File: config.mk
export PLATFORM = sky130hd
export DESIGN_NAME = gb_bus_tx
export DESIGN_NICKNAME = d
export VERILOG_FILES = /design/src/rtl/gb_bus_tx_pkg.sv /design/src/rtl/gb_tx_fifo.sv /design/src/rtl/gb_bus_tx.sv
export SDC_FILE = /design/constraint.sdc
export NUM_CORES = 1
export LEC_CHECK = 0
export BUFFER_PORTS_ARGS = -buffer_cell sky130_fd_sc_hd__buf_2
export CAP_MARGIN = 20
export CORE_MARGIN = 5
export CORE_UTILIZATION = 63
export CTS_BUF_LIST = sky130_fd_sc_hd__clkbuf_4 sky130_fd_sc_hd__clkbuf_8
export DETAILED_ROUTE_END_ITERATION = 8
export GPL_TIMING_DRIVEN = 0
export HOLD_SLACK_MARGIN = 0.03
export PLACE_DENSITY = 0.87
export RECOVER_POWER = 25
export SYNTH_ARGS = -nofsm -noshare
export SYNTH_HDL_FRONTEND = slang
export SYNTH_SLANG_ARGS = --single-unit
File: constraint.sdc
create_clock -name clk -period 4.5 [get_ports clk]
set_input_delay 0.675 -clock clk [delete_from_list [all_inputs] [get_ports clk]]
set_output_delay 0.675 -clock clk [all_outputs]
set_load 0.05 [all_outputs]
File: src/rtl/gb_bus_tx_pkg.sv
// Shared bus encoding, default queue sizing and status FSM states for the global-bus transmitter.
// Combinational declarations only; no latency and no flow control.
package gb_bus_tx_pkg;

    localparam int GB_V_BIT                  = 0;
    localparam int GB_DEST_LSB               = 1;
    localparam int GB_DEFAULT_LOG_FIFO_DEPTH = 2;

    typedef enum logic {
        ST_IDLE,
        ST_REQ
    } gb_tx_state_e;

    // Width of the bus valid/destination field: one valid bit plus the PU index.
    function automatic int gb_bus_index_len(input int log_num_pu);
        return log_num_pu + 1;
    endfunction

endpackage

File: src/rtl/gb_tx_fifo.sv
// Circular register queue with occupancy count and synchronous flush; the head is shown as soon as an entry is stored.
// Push-to-head latency is 1 cycle; push_rdy depends only on count, and a push while full is dropped with no state change.
module gb_tx_fifo #(
    parameter int WIDTH     = 16,
    parameter int LOG_DEPTH = 2
) (
    input  logic                 clk,
    input  logic                 reset,
    input  logic                 flush,
    input  logic                 push_vld,
    input  logic [WIDTH-1:0]     push_dat,
    output logic                 push_rdy,
    input  logic                 pop_rdy,
    output logic                 head_vld,
    output logic [WIDTH-1:0]     head_dat,
    output logic [LOG_DEPTH:0]   count
);

    localparam int                 DEPTH = 1 << LOG_DEPTH;
    localparam logic [LOG_DEPTH:0] FULL  = (LOG_DEPTH + 1)'(DEPTH);

    logic [WIDTH-1:0]     mem [DEPTH];
    logic [LOG_DEPTH-1:0] rd_ptr;
    logic [LOG_DEPTH-1:0] wr_ptr;
    logic                 push;
    logic                 pop;

    assign push_rdy = (count != FULL);
    assign head_vld = (count != '0);
    assign push     = push_vld && push_rdy;
    assign pop      = pop_rdy && head_vld;
    // Stale storage is never exposed: an empty queue presents all zeros.
    assign head_dat = head_vld ? mem[rd_ptr] : '0;

    always_ff @(posedge clk) begin
        if (push && !flush) begin
            mem[wr_ptr] <= push_dat;
        end
    end

    always_ff @(posedge clk or negedge reset) begin
        if (!reset) begin
            rd_ptr <= '0;
            wr_ptr <= '0;
            count  <= '0;
        end else if (flush) begin
            rd_ptr <= '0;
            wr_ptr <= '0;
            count  <= '0;
        end else begin
            if (push) begin
                wr_ptr <= wr_ptr + 1'b1;
            end
            if (pop) begin
                rd_ptr <= rd_ptr + 1'b1;
            end
            case ({push, pop})
                2'b10:   count <= count + 1'b1;
                2'b01:   count <= count - 1'b1;
                default: count <= count;
            endcase
        end
    end

endmodule

File: src/rtl/gb_bus_tx.sv
// PU-side global-bus transmitter: queues (dest, data) words and holds the head on the bus until the arbiter grants.
// Push-to-bus latency is 1 cycle; wr_ready depends only on occupancy, and grant pops the head in the same cycle.
module gb_bus_tx
    import gb_bus_tx_pkg::*;
#(
    parameter int puId         = 0,
    parameter int logNumPu     = 3,
    parameter int dataLen      = 16,
    parameter int logFifoDepth = GB_DEFAULT_LOG_FIFO_DEPTH,
    parameter int stallCntLen  = 8,
    parameter int starveThresh = 64
) (
    input  logic                                 clk,
    input  logic                                 reset,
    input  logic                                 flush,
    input  logic                                 wr_v,
    input  logic [dataLen-1:0]                   wr_data,
    input  logic [logNumPu-1:0]                  wr_dest,
    output logic                                 wr_ready,
    output logic [dataLen-1:0]                   gb_bus_data_out,
    output logic [gb_bus_index_len(logNumPu)-1:0] gb_bus_data_out_v,
    input  logic                                 gb_bus_contention,
    output logic [logFifoDepth:0]                fifo_count,
    output logic [stallCntLen-1:0]               stall_cnt,
    output logic                                 starve
);

    typedef struct packed {
        logic [logNumPu-1:0] dest;
        logic [dataLen-1:0]  data;
    } tx_entry_t;

    localparam int                      ENTRY_W   = $bits(tx_entry_t);
    localparam logic [stallCntLen-1:0]  STARVE_TH = stallCntLen'(starveThresh);
    localparam logic [logFifoDepth:0]   ONE_ENTRY = (logFifoDepth + 1)'(1);

    if ((puId < 0) || (puId >= (1 << logNumPu))) begin : g_bad_pu_id
        $error("gb_bus_tx: puId does not fit in the destination field");
    end

    tx_entry_t         wr_entry;
    tx_entry_t         head;
    logic [ENTRY_W-1:0] head_raw;
    logic              head_vld;
    logic              push;
    logic              pop;
    gb_tx_state_e      state;

    assign wr_entry = '{dest: wr_dest, data: wr_data};

    gb_tx_fifo #(
        .WIDTH     (ENTRY_W),
        .LOG_DEPTH (logFifoDepth)
    ) u_fifo (
        .clk      (clk),
        .reset    (reset),
        .flush    (flush),
        .push_vld (wr_v),
        .push_dat (wr_entry),
        .push_rdy (wr_ready),
        .pop_rdy  (gb_bus_contention),
        .head_vld (head_vld),
        .head_dat (head_raw),
        .count    (fifo_count)
    );

    assign head = head_raw;
    assign push = wr_v && wr_ready;
    assign pop  = head_vld && gb_bus_contention;

    // Bus slot comes straight off the queue head registers; the fifo zeroes it when empty.
    assign gb_bus_data_out                            = head.data;
    assign gb_bus_data_out_v[GB_V_BIT]                = head_vld;
    assign gb_bus_data_out_v[GB_DEST_LSB +: logNumPu] = head.dest;

    always_ff @(posedge clk or negedge reset) begin
        if (!reset) begin
            state     <= ST_IDLE;
            stall_cnt <= '0;
            starve    <= 1'b0;
        end else begin
            starve <= (stall_cnt >= STARVE_TH);
            if (flush) begin
                state     <= ST_IDLE;
                stall_cnt <= '0;
            end else begin
                case (state)
                    ST_IDLE: begin
                        stall_cnt <= '0;
                        if (push) begin
                            state <= ST_REQ;
                        end
                    end
                    ST_REQ: begin
                        if (pop) begin
                            stall_cnt <= '0;
                            if ((fifo_count == ONE_ENTRY) && !push) begin
                                state <= ST_IDLE;
                            end
                        end else if (head_vld && (stall_cnt != '1)) begin
                            stall_cnt <= stall_cnt + 1'b1;
                        end
                    end
                    default: begin
                        state     <= ST_IDLE;
                        stall_cnt <= '0;
                    end
                endcase
            end
        end
    end

endmodule

==> results.py <==
metrics = {
    "critical_path": {
        "r2r-start": "u_fifo.count[1]",
        "crit_path_end_kind": "primary output",
        "r2r_cells": 6,
        "path_max_fanout": 10,
        "arrival_ns": 2.29,
        "startpoint_type": "flop",
        "crit_type": "reg2out",
        "startpoint": "u_fifo.count[1]",
        "cp_data_required_time_ns": 3.83,
    },
    "placed_design": {
        "dpl_cell_area_um2": 4270,
        "portBuffers": 56,
        "dpl.cell_count": 362,
        "gp_congestion": 0.761,
        "hpwlAfterDp_um": 4580,
    },
    "yosys": {
        "yosysUniqueCellTypes": 39,
        "synth_edf_count": 76,
        "syn_nets": 264,
        "syn-cell-area_um2": 3900,
        "ys_warn_count": 0,
        "postSynth.asyncResetShare_pct": 18.3,
        "synth.avg_cell_area_um2": 16.9,
        "synth-seq-cells": 93,
        "ys.flop_type": "edfxtp_1",
        "netlist_instances": 231,
        "synth_seq_area_share_pct": 69.5,
    },
    "power": {
        "pwr_density_cell_nw_per_um2": 576,
        "power.leakage_nw": 1.66,
        "peakVddDrop_uv": 389,
        "total_power_w": 0.00257,
    },
    "sta": {
        "skew_ns": 0.00882,
        "timing.final.crit_share_pct": 65.9,
        "tns_ns": 0,
        "drv_slew": 0,
        "timing.slew.headroom_pct": 34.5,
        "setup_viol": 0,
        "hold_viol_final": 0,
        "worst_pin_slew_ns": 0.983,
        "max_clock_freq_ghz": 0.337,
        "fin_crit_ns": 2.97,
        "hold_ws_ns": 0.442,
        "rsz0062_at_grt": "false",
    },
    "cells_and_area": {
        "drive_gt1_share_pct": 30.0,
        "n_antenna_cell": 0,
        "area_growth_syn_to_layout_pct": 14.3,
        "stdcell_area_um2": 4450,
        "final_cell_count_no_fill": 378,
        "nets": 331,
    },
    "route": {
        "drc_errors": 0,
        "drt-wirelength-per-cell_um": 17.9,
        "drt-initial-drc-count": 117,
        "dr.pass1.iters": 4,
        "ant_nets": 0,
        "vias": 2163,
        "drt-total-wl_um": 6760,
        "viasPerCell": 5.72,
    },
    "grt": {
        "grt_pass1_vias": 2216,
        "grt_start_max_net_pins": 20,
        "grt_pass1_wl_um": 10800,
        "grt_overflow": 0,
        "grtUsageTotal_pct": 19.1,
        "antenna_found_initial": 0,
    },
    "worst_hold_path": {
        "hold_path.class": "in2async",
    },
    "clock_tree": {
        "cts_tree": "yes",
        "clk_pin_slew_ns": 0.09,
        "ctsRootBufferMaster": "clkbuf_8",
        "cts_resized": 0,
        "cts_buffers": 9,
        "cts_sinks": 93,
        "clock_latency_ns": 0.35,
        "clockBufferDepth": 2,
        "htreeDepth": 3,
        "postCtsHoldBufs": 0,
        "cts_setup_buffers": 0,
    },
    "die": {
        "rows": 28,
        "num_io_pins": 57,
        "dieArea_um2": 7860,
        "start_util_pct": 65.4,
        "die_x_um": 88.6,
        "coreArea_um2": 5960,
        "chipHeight_um": 88.6,
    },
    "run": {
        "cap_violations": 0,
    },
    "status": {
        "status": "finished clean",
    },
}
==> cell families after synthesis <==
family,Yosys count,synth area share (%)
muxes,24,12.3
and+or+nand+nor,69,9.67
DFF,93,69.5
AOI/OAI and AO/OA,15,2.60
adders and majority gates,10,3.18
xor gates and xnor gates,5,1.12
buffers and inverters,15,1.61
==> cell usage after synthesis (2+ instances only) <==
library cell	n	area [um2]
nand2b_1	2	12.5
clkbuf_1	5	18.8
inv_1	6	22.5
xnor2_1	2	17.5
nor2b_1	2	12.5
buf_2	2	10.0
nand3_1	6	30.0
ha_1	9	113
a21oi_1	5	25.0
mux4_2	19	428
nor3_1	3	15.0
o21ai_0	3	15.0
nor2_1	10	37.5
edfxtp_1	76	2280
mux2i_1	3	30.0
nand2_1	12	45.0
nand4_1	2	12.5
xor2_1	3	26.3
mux2_2	2	22.5
and2_1	24	150
dfrtp_1	17	425
==> final timing paths <==
path / to / slack, ns
setup / recovery: gb_bus_data_out[5] / 1.53
setup reg to reg: u_fifo.mem[2][0] / 2.13
max in group asynchronous: u_fifo.rd_ptr[1] / 3.47
hold reg to reg: state / 0.57
hold / removal: starve / 0.44
min in group clk: u_fifo.mem[2][9] / 0.54
==> power by group <==
part           internal, W  switching, W  total (W)
registers         0.000990     0.0000339    0.00102
clock network     0.000258      0.000278   0.000536
logic             0.000311      0.000695    0.00101
total              0.00156       0.00101    0.00257
==> layout by cell type (no fill, tap or decap), types with 2 or more instances in the layout <==
cell type / n
mux2i_1: 3
clkbuf_8: 9
ha_1: 9
mux2_2: 2
xnor2_1: 2
nor2_1: 10
dfrtp_1: 17
buf_2: 46
mux4_2: 19
clkinv_2: 2
edfxtp_1: 76
xor2_1: 3
o21ai_0: 3
inv_6: 2
nand3_1: 6
nand2b_1: 2
inv_1: 6
nand2_1: 12
clkinvlp_4: 2
and2_1: 24
nand4_1: 2
a21oi_1: 5
nor3_1: 3
clkbuf_1: 17
nor2b_1: 2
==> critical path, stage by stage (launching register included) <==
cell	delay [ns]
dfrtp_1	0.43
inv_1	0.12
ha_1	0.24
nor2b_2	0.20
inv_2	0.16
clkbuf_1	0.34
and2_1	0.21
buf_2	0.27
==> layer usage <==
| layer | share of wire, % | global-route usage (%) | vias to the layer above |
|---|---|---|---|
| met5 | 0 | 0 | - |
| met4 | 1.8 | 8.79 | 0 |
| met3 | 5.7 | 4.10 | 11 |
| met2 | 51 | 32.1 | 61 |
| met1 | 41 | 23.8 | 1082 |
| li1 | - | - | 1009 |
==> metrics by stage <==
stage,setup slack [ns],utilization (%)
global route,1.35,74.7
finish,1.53,74.7
detailed placement,1.90,71.7
floorplan,1.77,-
CTS,1.50,75.0
global placement,1.94,71.7
==> registers in the layout, indices dropped and copies added, names as in the netlist <==
register       count
u_fifo.mem        76
u_fifo.count       3
stall_cnt          8
u_fifo.wr_ptr      2
state              1
starve             1
u_fifo.rd_ptr      2
==> final cells by class <==
class	count	area, um2
Timing Repair Buffer	56	265
Inverter	7	26.3
Clock inverter	7	72.6
Clock buffer	9	124
Buffer	8	36.3
Fill cell	382	1500
Tap cell	75	93.8
Multi-Input combinational cell	123	1130
Sequential cell	93	2710
Note: power is estimated with default switching activity, not from simulation.
